`src/rtl/interleaver_pkg.sv`:
```
// Shared types and size helpers for the block-interleaver controller.
// Optional deinterleave mode is enabled by defining ILV_DEINT_EN.
package interleaver_pkg;

    typedef enum logic [1:0] {
        IDLE  = 2'd0,
        FILL  = 2'd1,
        DRAIN = 2'd2
    } state_e;

    function automatic int calc_n(input int rows, input int cols);
        return rows * cols;
    endfunction

    function automatic int calc_iw(input int n);
        return (n > 1) ? $clog2(n) : 1;
    endfunction

    // Cells are always numbered row-major, whatever order they are visited in.
    function automatic int idx(input int r, input int c, input int cols);
        return r * cols + c;
    endfunction

endpackage

```
`src/rtl/interleaver_ctrl_rc_counter.sv`:
```
// 2-D row/column position counter; the major-order input picks which
// coordinate advances first, so one counter serves both fill and drain.
module ilv_rc_counter
    import interleaver_pkg::*;
#(
    parameter int ROWS = 4,
    parameter int COLS = 4,
    parameter int RW   = $clog2(ROWS),
    parameter int CW   = $clog2(COLS)
) (
    input  logic          clk,
    input  logic          reset,
    input  logic          step_i,
    input  logic          clear_i,
    input  logic          col_major_i,
    output logic [RW-1:0] row_o,
    output logic [CW-1:0] col_o,
    output logic          last_o
);

    logic [RW-1:0] row_q, row_d;
    logic [CW-1:0] col_q, col_d;
    logic          rowWrap;
    logic          colWrap;

    assign rowWrap = (row_q == RW'(ROWS - 1));
    assign colWrap = (col_q == CW'(COLS - 1));

    // Clear wins over step; at the last cell both coordinates wrap to zero together.
    always_comb begin
        row_d = row_q;
        col_d = col_q;
        if (clear_i) begin
            row_d = '0;
            col_d = '0;
        end else if (step_i) begin
            if (col_major_i) begin
                row_d = rowWrap ? '0 : row_q + 1'b1;
                if (rowWrap) begin
                    col_d = colWrap ? '0 : col_q + 1'b1;
                end
            end else begin
                col_d = colWrap ? '0 : col_q + 1'b1;
                if (colWrap) begin
                    row_d = rowWrap ? '0 : row_q + 1'b1;
                end
            end
        end
    end

    always_ff @(posedge clk or posedge reset) begin
        if (reset) begin
            row_q <= '0;
            col_q <= '0;
        end else begin
            row_q <= row_d;
            col_q <= col_d;
        end
    end

    assign row_o  = row_q;
    assign col_o  = col_q;
    assign last_o = rowWrap && colWrap;

endmodule

```
`src/rtl/interleaver_ctrl.sv`:
```
// Fill/drain sequencer for a ROWS x COLS enable-flop bit matrix with one read mux.
// Define ILV_DEINT_EN to add the per-frame deint input that swaps the two orders.
module interleaver_ctrl
    import interleaver_pkg::*;
#(
    parameter  int ROWS = 4,
    parameter  int COLS = 4,
    localparam int N    = calc_n(ROWS, COLS),
    localparam int IW   = calc_iw(N)
) (
    input  logic          clk,
    input  logic          reset,
`ifdef ILV_DEINT_EN
    input  logic          deint,
`endif
    input  logic          flush,
    input  logic          in_valid,
    output logic          in_ready,
    output logic [N-1:0]  wr_en,
    output logic [IW-1:0] rd_sel,
    output logic          out_valid,
    input  logic          out_ready,
    output logic          frame_done,
    output logic          busy
);

    localparam int RW = $clog2(ROWS);
    localparam int CW = $clog2(COLS);

    state_e        state_q, state_d;
    logic          done_q, done_d;
    logic          wrote_q, wrote_d;
    logic          deintEff;
    logic          accept;
    logic          readEn;
    logic          clearCnt;
    logic          colMajor;
    logic          lastCell;
    logic [RW-1:0] row;
    logic [CW-1:0] col;
    logic [IW-1:0] cellIdx;

    // Flush suppresses the handshake in the same cycle so nothing is written or consumed.
    assign accept   = (state_q == FILL)  && in_valid  && !flush;
    assign readEn   = (state_q == DRAIN) && out_ready && !flush;
    assign clearCnt = flush && (state_q != IDLE);
    assign colMajor = (state_q == DRAIN) ^ deintEff;
    assign cellIdx  = IW'(idx(int'(row), int'(col), COLS));

    ilv_rc_counter #(
        .ROWS (ROWS),
        .COLS (COLS),
        .RW   (RW),
        .CW   (CW)
    ) u_rc_counter (
        .clk         (clk),
        .reset       (reset),
        .step_i      (accept || readEn),
        .clear_i     (clearCnt),
        .col_major_i (colMajor),
        .row_o       (row),
        .col_o       (col),
        .last_o      (lastCell)
    );

`ifdef ILV_DEINT_EN
    logic deint_q;
    logic deintSample;

    // Order is latched only at frame boundaries, so mid-frame changes of deint wait.
    assign deintSample = (state_q == IDLE) || clearCnt
                      || ((state_q == DRAIN) && readEn && lastCell);

    always_ff @(posedge clk or posedge reset) begin
        if (reset) begin
            deint_q <= 1'b0;
        end else if (deintSample) begin
            deint_q <= deint;
        end
    end

    assign deintEff = deint_q;
`else
    assign deintEff = 1'b0;
`endif

    always_comb begin
        state_d = state_q;
        done_d  = 1'b0;
        wrote_d = wrote_q;
        unique case (state_q)
            IDLE: begin
                state_d = FILL;
                wrote_d = 1'b0;
            end
            FILL: begin
                if (flush) begin
                    wrote_d = 1'b0;
                end else if (accept) begin
                    wrote_d = 1'b1;
                    if (lastCell) begin
                        state_d = DRAIN;
                    end
                end
            end
            DRAIN: begin
                wrote_d = 1'b0;
                if (flush) begin
                    state_d = FILL;
                end else if (readEn && lastCell) begin
                    state_d = FILL;
                    done_d  = 1'b1;
                end
            end
            default: begin
                state_d = IDLE;
                wrote_d = 1'b0;
            end
        endcase
    end

    always_ff @(posedge clk or posedge reset) begin
        if (reset) begin
            state_q <= IDLE;
            done_q  <= 1'b0;
            wrote_q <= 1'b0;
        end else begin
            state_q <= state_d;
            done_q  <= done_d;
            wrote_q <= wrote_d;
        end
    end

    // The cell enable is combinational so the cell captures on the accepting edge.
    always_comb begin
        wr_en = '0;
        if (accept) begin
            wr_en[cellIdx] = 1'b1;
        end
    end

    assign in_ready   = (state_q == FILL);
    assign out_valid  = (state_q == DRAIN);
    assign rd_sel     = (state_q == DRAIN) ? cellIdx : '0;
    assign frame_done = done_q;
    assign busy       = (state_q == DRAIN) || ((state_q == FILL) && wrote_q);

endmodule

```
`config.mk`:
```
export PLATFORM = sky130hd
export DESIGN_NAME = interleaver_ctrl
export DESIGN_NICKNAME = d
export VERILOG_FILES = /design/src/rtl/interleaver_pkg.sv /design/src/rtl/interleaver_ctrl_rc_counter.sv /design/src/rtl/interleaver_ctrl.sv
export SDC_FILE = /design/constraint.sdc
export NUM_CORES = 1
export LEC_CHECK = 0
export CAP_MARGIN = 20
export CORE_MARGIN = 4
export CORE_UTILIZATION = 36
export CTS_BUF_LIST = sky130_fd_sc_hd__clkbuf_16
export CTS_CLUSTER_DIAMETER = 100
export DETAILED_ROUTE_END_ITERATION = 7
export PLACE_DENSITY = 0.85
export SLEW_MARGIN = 40
export SYNTH_ARGS = -nofsm -noshare
export SYNTH_HDL_FRONTEND = slang
export SYNTH_HIERARCHICAL = 1
export SYNTH_SLANG_ARGS = --single-unit
```
`constraint.sdc`:
```
create_clock -name clk -period 1.5 [get_ports clk]
set_input_delay 0.3 -clock clk [delete_from_list [all_inputs] [get_ports clk]]
set_output_delay 0.3 -clock clk [all_outputs]
set_load 0.03 [all_outputs]
```
=== Word level (Yosys, flattened, before mapping) ===
Cells that the tools add are included.

* Mux-type cells: 26
* Add/sub/neg operators: 3
* Eq/ne operators: 10
* Order comparisons: 2
* Reductions and logical operators: 19

{| class="wikitable"
|+ Operators by type and width
! operator !! count
|-
| $mux 2 || 15
|-
| $mux 16 || 1
|-
| $logic_and 1x1->1 || 9
|-
| $mux 1 || 7
|-
| $eq 2x2->1 const B || 3
|-
| $ne 3x2->1 const B || 2
|-
| $pmux 2 s3 || 1
|-
| $lt 4x5->1 const B || 1
|-
| $add 2x1->2 const B || 2
|-
| $add 4x2->4 || 1
|-
| $demux 1 s4 || 1
|-
| $ge 4x1->1 const B || 1
|-
| $mux 4 || 1
|-
| $ne 2x1->1 const B || 2
|-
| $reduce_and 2->1 || 2
|-
| $reduce_and 4->1 || 1
|-
| $reduce_bool 2->1 || 2
|-
| $ne 3x1->1 const B || 1
|-
| $reduce_bool 3->1 || 1
|-
| $eq 2x1->1 const B || 1
|-
| $logic_not 2->1 || 1
|-
| $logic_or 1x1->1 || 2
|-
| $ne 2x2->1 const B || 1
|-
| $logic_not 1->1 || 1
|}

* Logic and storage cells: 65
* Bits of input ports: 5
* Flip-flop bits (word level): 8
* Output and inout port bits: 24

=== Logic depth before layout (Yosys ltp) ===
Gate-level depths: netlist of run 1.

* Word-level depth: 7
* Depth in mapped cells: 7
* Mapped depth without buffers: 6

=== Hierarchy ===
Netlist of run 1, hierarchy kept.

{| class="wikitable"
|+ By module, submodules not included
! module !! cells each !! seq. area each (sq um) !! instances !! area an instance (sq um)
|-
| interleaver_ctrl || 54 || 100.1 || 1 || 407.9
|-
| ilv_rc_counter || 22 || 100.1 || 1 || 235.2
|}

=== Least setup slack after synthesis of run 1 ===
Ideal clock, no wire load.

* Kind: reg2out
* Start point: reg state_q[1]
* End point: out wr_en[1]
* Path buffers: 1
* Cell stages (with the launch flop): 5
* Arrival time: 1777 ps
* Path slack: -577 ps
* Path through: dfrtp_1 > nor2b_2 > buf_6 > nand3_4 > nor4_1

* Longest elaborated chain between the ends: 4

{| class="wikitable"
|+ Ends and longest elaborated chain
! element !! RTL line !! RTL
|-
| start, declared || interleaver_ctrl.sv:30 || <nowiki>state_e state_q, state_d;</nowiki>
|-
| start signal, assigned || interleaver_ctrl.sv:128 || <nowiki>state_q <= state_d;</nowiki>
|-
| $eq 2x1->1 || -- ||
|-
| named net in_ready || interleaver_ctrl.sv:18 || <nowiki>output logic in_ready,</nowiki>
|-
| $logic_and 1x1->1 (2 in a row) || interleaver_ctrl.sv:44 || <nowiki>assign accept = (state_q == FILL) && in_valid && !flush;</nowiki>
|-
| $mux 16 || interleaver_ctrl.sv:137 || <nowiki>if (accept) begin</nowiki>
|-
| end, declared || interleaver_ctrl.sv:19 || <nowiki>output logic [N-1:0] wr_en,</nowiki>
|}

The timed path passes the listed nets, and every way through them passes these cells.

=== Worst setup path in the final report of run 1 ===
* Start point: reg state_q[1]
* End point: out wr_en[9]

* Longest elaborated chain between the ends: 4

{| class="wikitable"
|+ Ends and longest elaborated chain
! element !! RTL line
|-
| $eq 2x1->1 || interleaver_ctrl.sv:44
|-
| $logic_and 1x1->1 (2 in a row) || interleaver_ctrl.sv:44
|-
| $mux 16 || interleaver_ctrl.sv:137
|}

No other way between the ends.

==> metrics.yaml, run 1 <==
sta:
  fin_ws_ps: -391.6
  hold_slack_ps: 303.7
  final_max_slew_viol_count: 0
  finalSetupViolCount: 27
  post-route-min-period_ps: 1892
  final-hold-violation-count: 0
  max_freq_mhz: 528.7
  relSlewSlack: 0.7970
  rsz0062_at_grt: "yes"
  final.setup.tns_ps: -7359
  fin_skew_ps: 3.741
  worstMarginPinSlew_ps: 305.8
  fin_crit_sh: 1.261
pwr:
  clkPwrFrac: 0.530
  ir_worst_vdd_uv: 881.1
  powerDensity_nw_per_um2: 540.4
  switchingPower_uw: 215.9
  switching_share: 0.2485
  sequentialPowerShare: 0.263
  cellLeakagePower_uw: 0.0007377
  combPwrFrac: 0.207
  intPower_uw: 652.9
worst_setup_path:
  end_kind: "output pin"
  arrival_ps: 1590
  reg2reg_depth: 7
  crit_path_max_fanout: 4
  crit_path_start_kind: "register"
  cp.required_ps: 1200
  rr_startpoint: "state_q[1]$_DFFE_PP0P_"
  r2r_slack_ps: -270
  regToRegEndpoint: "u_rc_counter/col_o[0]$_DFFE_PP0P_"
  path_class: "reg -> out"
floorplan:
  io_pins: 29
  dieWidth_um: 50.27
  die_height_um: 50.27
  dieArea_um2: 2527
  std_cell_rows: 15
  initial_core_util: 0.3766
  core_um2: 1708
yosys:
  seq_area_frac_synth: 0.3113
  netlist_area_um2: 643.1
  syn-num-nets: 83
  ys_warn_count: 6
  avgSynthCellArea_um2: 8.462
  synthCells: 76
  synth_cell_type_count: 33
  synth-main-ff-cell: "dfrtp_1"
  ys_async_sr_fraction: 1.000
  ys_seq_elements: 8
  synth_edf_count: 0
cts:
  cts_inserted_buffers: 3
  cts_max_level: 1
  hold_buffers: 0
  clock_latency_ps: 240
  cts_sinks: 8
  clk_path_buf_depth: 2
  cts_tree: "yes"
  root_buffer: "clkbuf_16"
  cts.clk_slew.worst_paths_ps: 40
status:
  violations: "negative setup slack"
  status: "complete, but fails checks"
detailed_routing:
  wl_per_cell_um: 21.77
  drc: 0
  via_count: 928
  finalWirelength_um: 3635
  first_pass_iters: 4
  drt_iter0_drc: 30
  final_antenna_net_count: 0
  vias_per_cell: 5.557
global_routing:
  grt_pass1_wl_um: 4781
  grtUsageTotal: 0.2584
  grt_max_degree: 10
  grt_pass1_vias: 958
  antenna_found_initial: 0
  overflow: 0
placed_design:
  routabilityCongestion: 0.8193
  portBuffers: 28
  hpwl_um: 1803
final_layout:
  fillers: 44
  drive_gt1_frac: 0.7535
  syn_to_final_growth_pct: 150.0
  final_cell_mix: "buf_6, buf_4, nor2_1, nor2_4, nor3_4"
  diodes: 0
  nNetsFinal: 151
flow_run:
  maxCapViolations: 0
worst_hold_path:
  hold_path.class: "in -> async"
[synthesized netlist by cell type (all sizes together), types with 2 or more instances]
master | instances | area, µm²
nand3 | 2 | 22.52
a32oi | 2 | 17.52
nor3 | 6 | 30.03
and2 | 5 | 31.28
buf | 2 | 16.26
nand2 | 4 | 15.01
nor4 | 4 | 31.28
nor2 | 13 | 48.80
inv | 4 | 15.01
mux2i | 2 | 20.02
nor2b | 2 | 15.02
ha | 2 | 25.02
dfrtp | 8 | 200.2
nand2b | 5 | 31.28
o21ai | 2 | 13.76
[power groups by stage]
stage	logic (µW)	registers [µW]	clock network, µW
6_report	179	228	461
5_1_grt	188	229	475
4_1_cts	156	227	463
3_5_place_dp	142	229	0
3_3_place_gp	137	228	0
2_1_floorplan	63.8	237	0
[final cells by class]
class,count,area [µm²],share of cell area
multi-input cells,61,653.1,0.4062
repair buffers,66,629.4,0.3914
flip-flops and latches,8,203.9,0.1268
clock buffers,3,75.07,0.04669
well taps,25,31.28,0.01946
inverters,4,15.01,0.009339
[stage by stage]
stage | setup WS (ps) | instances | power, µW | util | area, µm²
after floorplan | -116.0 | 76 | 300.5 | - | 810.8
after global placement | -401.7 | 153 | 365.6 | 0.7238 | 1236
after detailed placement | -430.6 | 153 | 371.2 | 0.7238 | 1236
after CTS | -311.7 | 164 | 845.1 | 0.8857 | 1513
after global routing | -438.0 | 167 | 890.7 | 0.9414 | 1608
final | -391.6 | 167 | 868.8 | 0.9414 | 1608
[routing by layer]
layer / track usage / share of wire
met1: 0.2860 / 0.39
met2: 0.4522 / 0.51
met3: 0.04451 / 0.048
met4: 0.1613 / 0.043
met5: 0 / 0
[registers in the layout (all words and copies together), names as in the netlist]
| signal | flops |
|---|---|
| u_rc_counter/row_o | 2 |
| wrote_q | 1 |
| frame_done | 1 |
| u_rc_counter/col_o | 2 |
| state_q | 2 |
[repair_timing]
item                                    CTS  global route
resized for setup                        40            17
endpoints found under the setup margin   27            30
pin swaps                                 7             8
setup buffers                             7             3
gates cloned                              1             0
[worst max-delay path by stage]
stage                                                 start  depth (start not counted)  slack, ps         to
after floorplan           u_rc_counter/col_o[1]$_DFFE_PP0P_                          2       -120   wr_en[3]
after global placement                                flush                          6       -400  wr_en[15]
after detailed placement                              flush                          5       -430  wr_en[12]
after CTS                            state_q[1]$_DFFE_PP0P_                          5       -310   wr_en[9]
after global routing                 state_q[1]$_DFFE_PP0P_                          6       -440  wr_en[15]
final                                state_q[1]$_DFFE_PP0P_                          5       -390   wr_en[9]
[logic make-up after synthesis]
| kind of cell | Yosys count | synth area share |
|---|---|---|
| adder cells (fa/ha/maj) | 2 | 0.03890 |
| buffers and inverters | 7 | 0.05445 |
| AND/OR/NAND/NOR | 47 | 0.4280 |
| AO/OA/AOI/OAI | 9 | 0.1187 |
| multiplexers | 3 | 0.04864 |
| flip-flops | 8 | 0.3113 |
[worst max-delay path, stage by stage, from the launching register on]
cell	delay [ps]
dfrtp_1	430
and4bb_2	330
nand3b_1	170
buf_6	190
nor2_4	100
buf_6	140
No activity file was read; power rests on OpenSTA's default activity.
==> run 2: changes to the inputs <==
- CORE_MARGIN: 4 -> 1
- CORE_UTILIZATION: 36 -> 40
- PLACE_DENSITY: 0.85 -> 0.88
- clock period: 1.5 -> 2 ns (I/O delays scaled with it)
==> run 2 against run 1 <==
Net effect:
- the run still ends with negative setup slack left
- sequential share of layout area increased by 5.3 points
- core utilization down 19 points
- design area shrank 29%
- sequential power shrank 23%
- clock skew shrank 2.1 ps
- critical endpoint is now wr_en[13]
- largest cell class unchanged
==> metrics.yaml, run 2 (synthesized netlist as in run 1, its figures left out) <==
status:
  status: "complete, but fails checks"
  violations: "negative setup slack"
worst_setup_path:
  critPathMaxStageDelay_ps: 420
  critPathTopFamily: "simple AND/OR/NAND/NOR gates"
  end_kind: "output pin"
  path_class: "reg -> out"
  crit_path_max_fanout: 3
  r2r_slack_ps: 340
  critPathSlowestCell: "dfrtp_2"
  crit_path_cell_trace: "buf_6 > and4bb_2 > nand3_1 > nor2_1 > buf_4"
  path_buf_inv: 2
  cp.required_ps: 1600
  arrival_ps: 1610
  crit_path_start_kind: "register"
pwr:
  combPwrFrac: 0.125
  clkPwrFrac: 0.568
  switchingPower_uw: 118.5
  switching_share: 0.2067
  cellLeakagePower_uw: 0.0005320
  sequentialPowerShare: 0.307
  ir_worst_vdd_uv: 584.5
  powerDensity_nw_per_um2: 504.5
  intPower_uw: 454.7
  finalPower_uw: 573.2
detailed_routing:
  first_pass_iters: 4
  final_antenna_net_count: 0
  drc: 0
  wl_per_cell_um: 14.72
  drt_iter0_drc: 8
  vias_per_cell: 5.427
  via_count: 711
  finalWirelength_um: 1928
sta:
  max_freq_mhz: 498.7
  final_max_slew_viol_count: 0
  fin_ws_ps: -5.318
  relSlewSlack: 0.7557
  fin_skew_ps: 1.617
  rsz0062_at_grt: "yes"
  final-hold-violation-count: 0
  fin_crit_sh: 1.003
  post-route-min-period_ps: 2005
  finalSetupViolCount: 1
  worstMarginPinSlew_ps: 366.4
  hold_slack_ps: 374.6
cts:
  hold_buffers: 0
  cts_sinks: 8
  cts_inserted_buffers: 3
  clock_latency_ps: 230
  cts.clk_slew.worst_paths_ps: 30
  root_buffer: "clkbuf_16"
  cts_tree: "yes"
  cts_max_level: 1
  clk_path_buf_depth: 2
final_layout:
  postLayoutCoreUtil: 0.7542
  diodes: 0
  syn_to_final_growth_pct: 76.65
  stdcell_count: 131
  final_cell_mix: "buf_4, nor2_1, dlygate4sd2_1"
  fillers: 108
  drive_gt1_frac: 0.4435
  final_common_cell: "buf_4"
  nNetsFinal: 124
placed_design:
  portBuffers: 28
  placedCellCount: 126
  place_ws_ps: -66.65
  hpwl_um: 1268
  routabilityCongestion: 0.8391
flow_run:
  maxCapViolations: 0
global_routing:
  grtUsageTotal: 0.2063
  grt_pass1_vias: 651
  antenna_found_initial: 0
  grt_pass1_wl_um: 2739
  grt_max_degree: 13
  overflow: 0
floorplan:
  dieArea_um2: 1772
  die_height_um: 42.10
  dieWidth_um: 42.10
  io_pins: 29
  std_cell_rows: 14
  core_um2: 1506
  initial_core_util: 0.4269
worst_hold_path:
  hold_path.class: "in -> async"
run 2: cell types whose count changed in the layout (fill, tap and decap cells not counted), moves of 5 or more:
cell | previous run | this run
and2_4 | 5 | 0
nor3_4 | 6 | 0
buf_6 | 30 | 4
nor3_2 | 0 | 5
dlygate4sd2_1 | 3 | 8
nor2_1 | 6 | 13
nor2_4 | 6 | 0
and2_1 | 0 | 5
buf_4 | 30 | 22
run 2: area by class of cell:
type | instances | area [µm²] | share of cell area
clock buffers | 3 | 75.07 | 0.06608
well taps | 16 | 20.02 | 0.01762
repair buffers | 38 | 320.3 | 0.2819
multi-input cells | 62 | 501.7 | 0.4416
inverters | 4 | 15.01 | 0.01322
flip-flops and latches | 8 | 203.9 | 0.1795
run 2: metrics by stage:
step                      TNS (ps)  instance area (µm²)
after floorplan             -532.0                643.1
after global placement      -44.42                950.9
after detailed placement    -194.7                950.9
after CTS                   -9.963                 1026
after global routing        -360.8                 1136
final                       -5.318                 1136
run 2: worst reg2reg max path, cell delays in order, from the launching register on:
cell	delay, ps
dfrtp_1	350
buf_6	110
nor2b_4	160
buf_6	130
a22oi_1	80
nor2_1	160
a21boi_2	210
mux2_1	340
run 2: per-layer routing:
metal	up-vias	track usage	part of all wire
li1	346	-	-
met1	330	0.2452	0.41
met2	31	0.3438	0.53
met3	4	0.04741	0.038
met4	0	0.1125	0.018
met5	-	0	0
run 2: worst paths after layout:
path                                         from                                end  cells after the start
max                        state_q[1]$_DFFE_PP0P_                          wr_en[13]                      5
min                                         reset  u_rc_counter/row_o[1]$_DFFE_PP0P_                      2
max reg2reg                state_q[0]$_DFFE_PP0P_  u_rc_counter/col_o[0]$_DFFE_PP0P_                      7
min reg2reg                   wrote_q$_DFFE_PP0P_                wrote_q$_DFFE_PP0P_                      2
max in group asynchronous                   reset             state_q[1]$_DFFE_PP0P_                      2
min in group clk              wrote_q$_DFFE_PP0P_                wrote_q$_DFFE_PP0P_                      2
run 2: what timing repair did:
action / in CTS / in global routing
cloned: 0 / 1
pin swaps: 3 / 6
buffers inserted: 0 / 1
endpoints found under the setup margin: 10 / 11
resized for setup: 10 / 18
run 2: power by group through the flow:
stage | clock, µW | combinational [µW] | sequential, µW
after global routing | 343 | 77.0 | 177
after CTS | 333 | 63.3 | 173
after floorplan | 0 | 35.7 | 174
after global placement | 0 | 63.8 | 175
final | 326 | 71.6 | 176
after detailed placement | 0 | 65.2 | 175
==> run 3: changes to the inputs <==
- CELL_PAD_IN_SITES_DETAIL_PLACEMENT: unset -> 1
- CELL_PAD_IN_SITES_GLOBAL_PLACEMENT: unset -> 1
- CORE_MARGIN: 1 -> 4
- CORE_UTILIZATION: 40 -> 28
- PLACE_DENSITY: 0.88 -> unset
- PLACE_DENSITY_LB_ADDON: unset -> 0.3
==> run 3 against run 2 <==
Net effect:
- the flow now finishes without violations
- power is 2.3% higher
- sequential power is 2% lower
- sequential share of layout area is 0.083 points lower
- cell count is 12% higher
- setup slack better by 56 ps
- critical endpoint is now rd_sel[3]
==> metrics.yaml, run 3 (synthesized netlist as in run 1, its figures left out) <==
status:
  status: "completed"
sta:
  fin_crit_sh: 0.9747
  final-hold-violation-count: 0
  max_freq_mhz: 513.0
  fin_skew_ps: 3.045
  final.setup.tns_ps: 0
  worstMarginPinSlew_ps: 327.9
  final_max_slew_viol_count: 0
  relSlewSlack: 0.7807
  finalSetupViolCount: 0
  post-route-min-period_ps: 1949
flow_run:
  maxCapViolations: 0
final_layout:
  diodes: 0
  stdcell_count: 147
  final_common_cell: "buf_4"
  postLayoutCoreUtil: 0.5146
  stdcell_area_um2: 1127
  nNetsFinal: 128
  drive_gt1_frac: 0.4286
  syn_to_final_growth_pct: 75.29
  final_cell_mix: "buf_4, nor2_1, dlygate4sd2_1"
worst_setup_path:
  critPathMaxStageDelay_ps: 390
  end_kind: "output pin"
  arrival_ps: 1550
  crit_start: "state_q[0]$_DFFE_PP0P_"
  rr_startpoint: "state_q[0]$_DFFE_PP0P_"
  path_class: "reg -> out"
  crit_path_cell_trace: "buf_4 > and2b_2 > and2_1 > dlygate4sd2_1"
  crit_path_start_kind: "register"
  crit_path_max_fanout: 7
  cp.required_ps: 1600
  critPathSlowestCell: "dfrtp_1"
floorplan:
  initial_core_util: 0.2935
  core_um2: 2191
  dieWidth_um: 55.93
  dieArea_um2: 3128
  std_cell_rows: 17
  io_pins: 29
  die_height_um: 55.93
cts:
  cts_inserted_buffers: 3
  cts_max_level: 1
  clock_latency_ps: 230
  cts_sinks: 8
  root_buffer: "clkbuf_16"
  cts.clk_slew.worst_paths_ps: 40
  clk_path_buf_depth: 2
  cts_tree: "yes"
global_routing:
  grt_pass1_vias: 695
  antenna_found_initial: 0
  overflow: 0
  grt_pass1_wl_um: 3381
  grt_max_degree: 11
  grtUsageTotal: 0.1394
detailed_routing:
  finalWirelength_um: 2192
  final_antenna_net_count: 0
  vias_per_cell: 5.000
  via_count: 735
  first_pass_iters: 4
  drt_iter0_drc: 9
  drc: 0
  wl_per_cell_um: 14.91
placed_design:
  place_area_um2: 988.4
  routabilityCongestion: 0.7576
  placedCellCount: 141
  portBuffers: 28
  hpwl_um: 1643
pwr:
  powerDensity_nw_per_um2: 520.2
  ir_worst_vdd_uv: 587.2
  cellLeakagePower_uw: 0.0005403
  finalPower_uw: 586.4
worst_hold_path:
  hold_path.class: "in -> async"
run 3: cell types whose count changed in the layout (fill, tap and decap cells not counted):
cell     before  now
buf_4        22   30
nand3_2       1    2
dfrtp_2       3    1
dfrtp_1       5    7
nor4_2        0    3
nand3_1       1    0
nor3_1        1    4
nor3_2        5    2
buf_6         4    0
nor4_4        4    1
run 3: metal layers:
layer  global-route usage  vias up  part of all wire
met1               0.1779      364              0.43
met3              0.04640        2             0.048
met4              0.05085        0            0.0073
met5                    0        -                 0
met2               0.2179       14              0.52
li1                     -      355                 -
run 3: layout make-up:
type                       count  area [µm²]
tap                           28       35.03
inverter                       4       15.01
fill                         260        1064
multi-input combinational     62       465.4
clock buffer                   3       75.07
sequential                     8       201.4
timing repair buffer          42       335.3
run 3: power by group:
part	total, µW	internal [µW]	switching (µW)
clock network	336	258	78.4
logic	77.9	34.5	43.4
registers	172	166	5.85
total	586	459	128
run 3: what timing repair did:
action,CTS,global route
buffers inserted,0,2
pin swaps,1,1
cloned,0,1
endpoints found under the setup margin,21,9
gates resized for setup,11,6
hold buffers,0,0
run 3: worst paths after layout:
path	end	slack, ps	cells past startpoint
worst min register to register	wrote_q$_DFFE_PP0P_	560	2
worst min-delay path	wrote_q$_DFFE_PP0P_	380	2
max in group asynchronous	u_rc_counter/row_o[1]$_DFFE_PP0P_	1440	2
min in group clk	wrote_q$_DFFE_PP0P_	560	2
worst max-delay path	rd_sel[3]	50	4
worst max register to register	u_rc_counter/col_o[0]$_DFFE_PP0P_	110	7
run 3: per-stage QoR:
stage / hold slack [ps] / worst slack [ps]
floorplan: 166.1 / -177.3
global placement: 497.9 / -97.01
detailed placement: 498.7 / -131.9
CTS: 389.5 / 1.087
global route: 411.6 / -16.83
finish: 381.0 / 50.65
run 3: critical path, delay by kind of cell (launching register included):
kind	cells	cell delay, ps
flip-flops	1	390
AND/OR/NAND/NOR	2	390
buffers and inverters	2	530
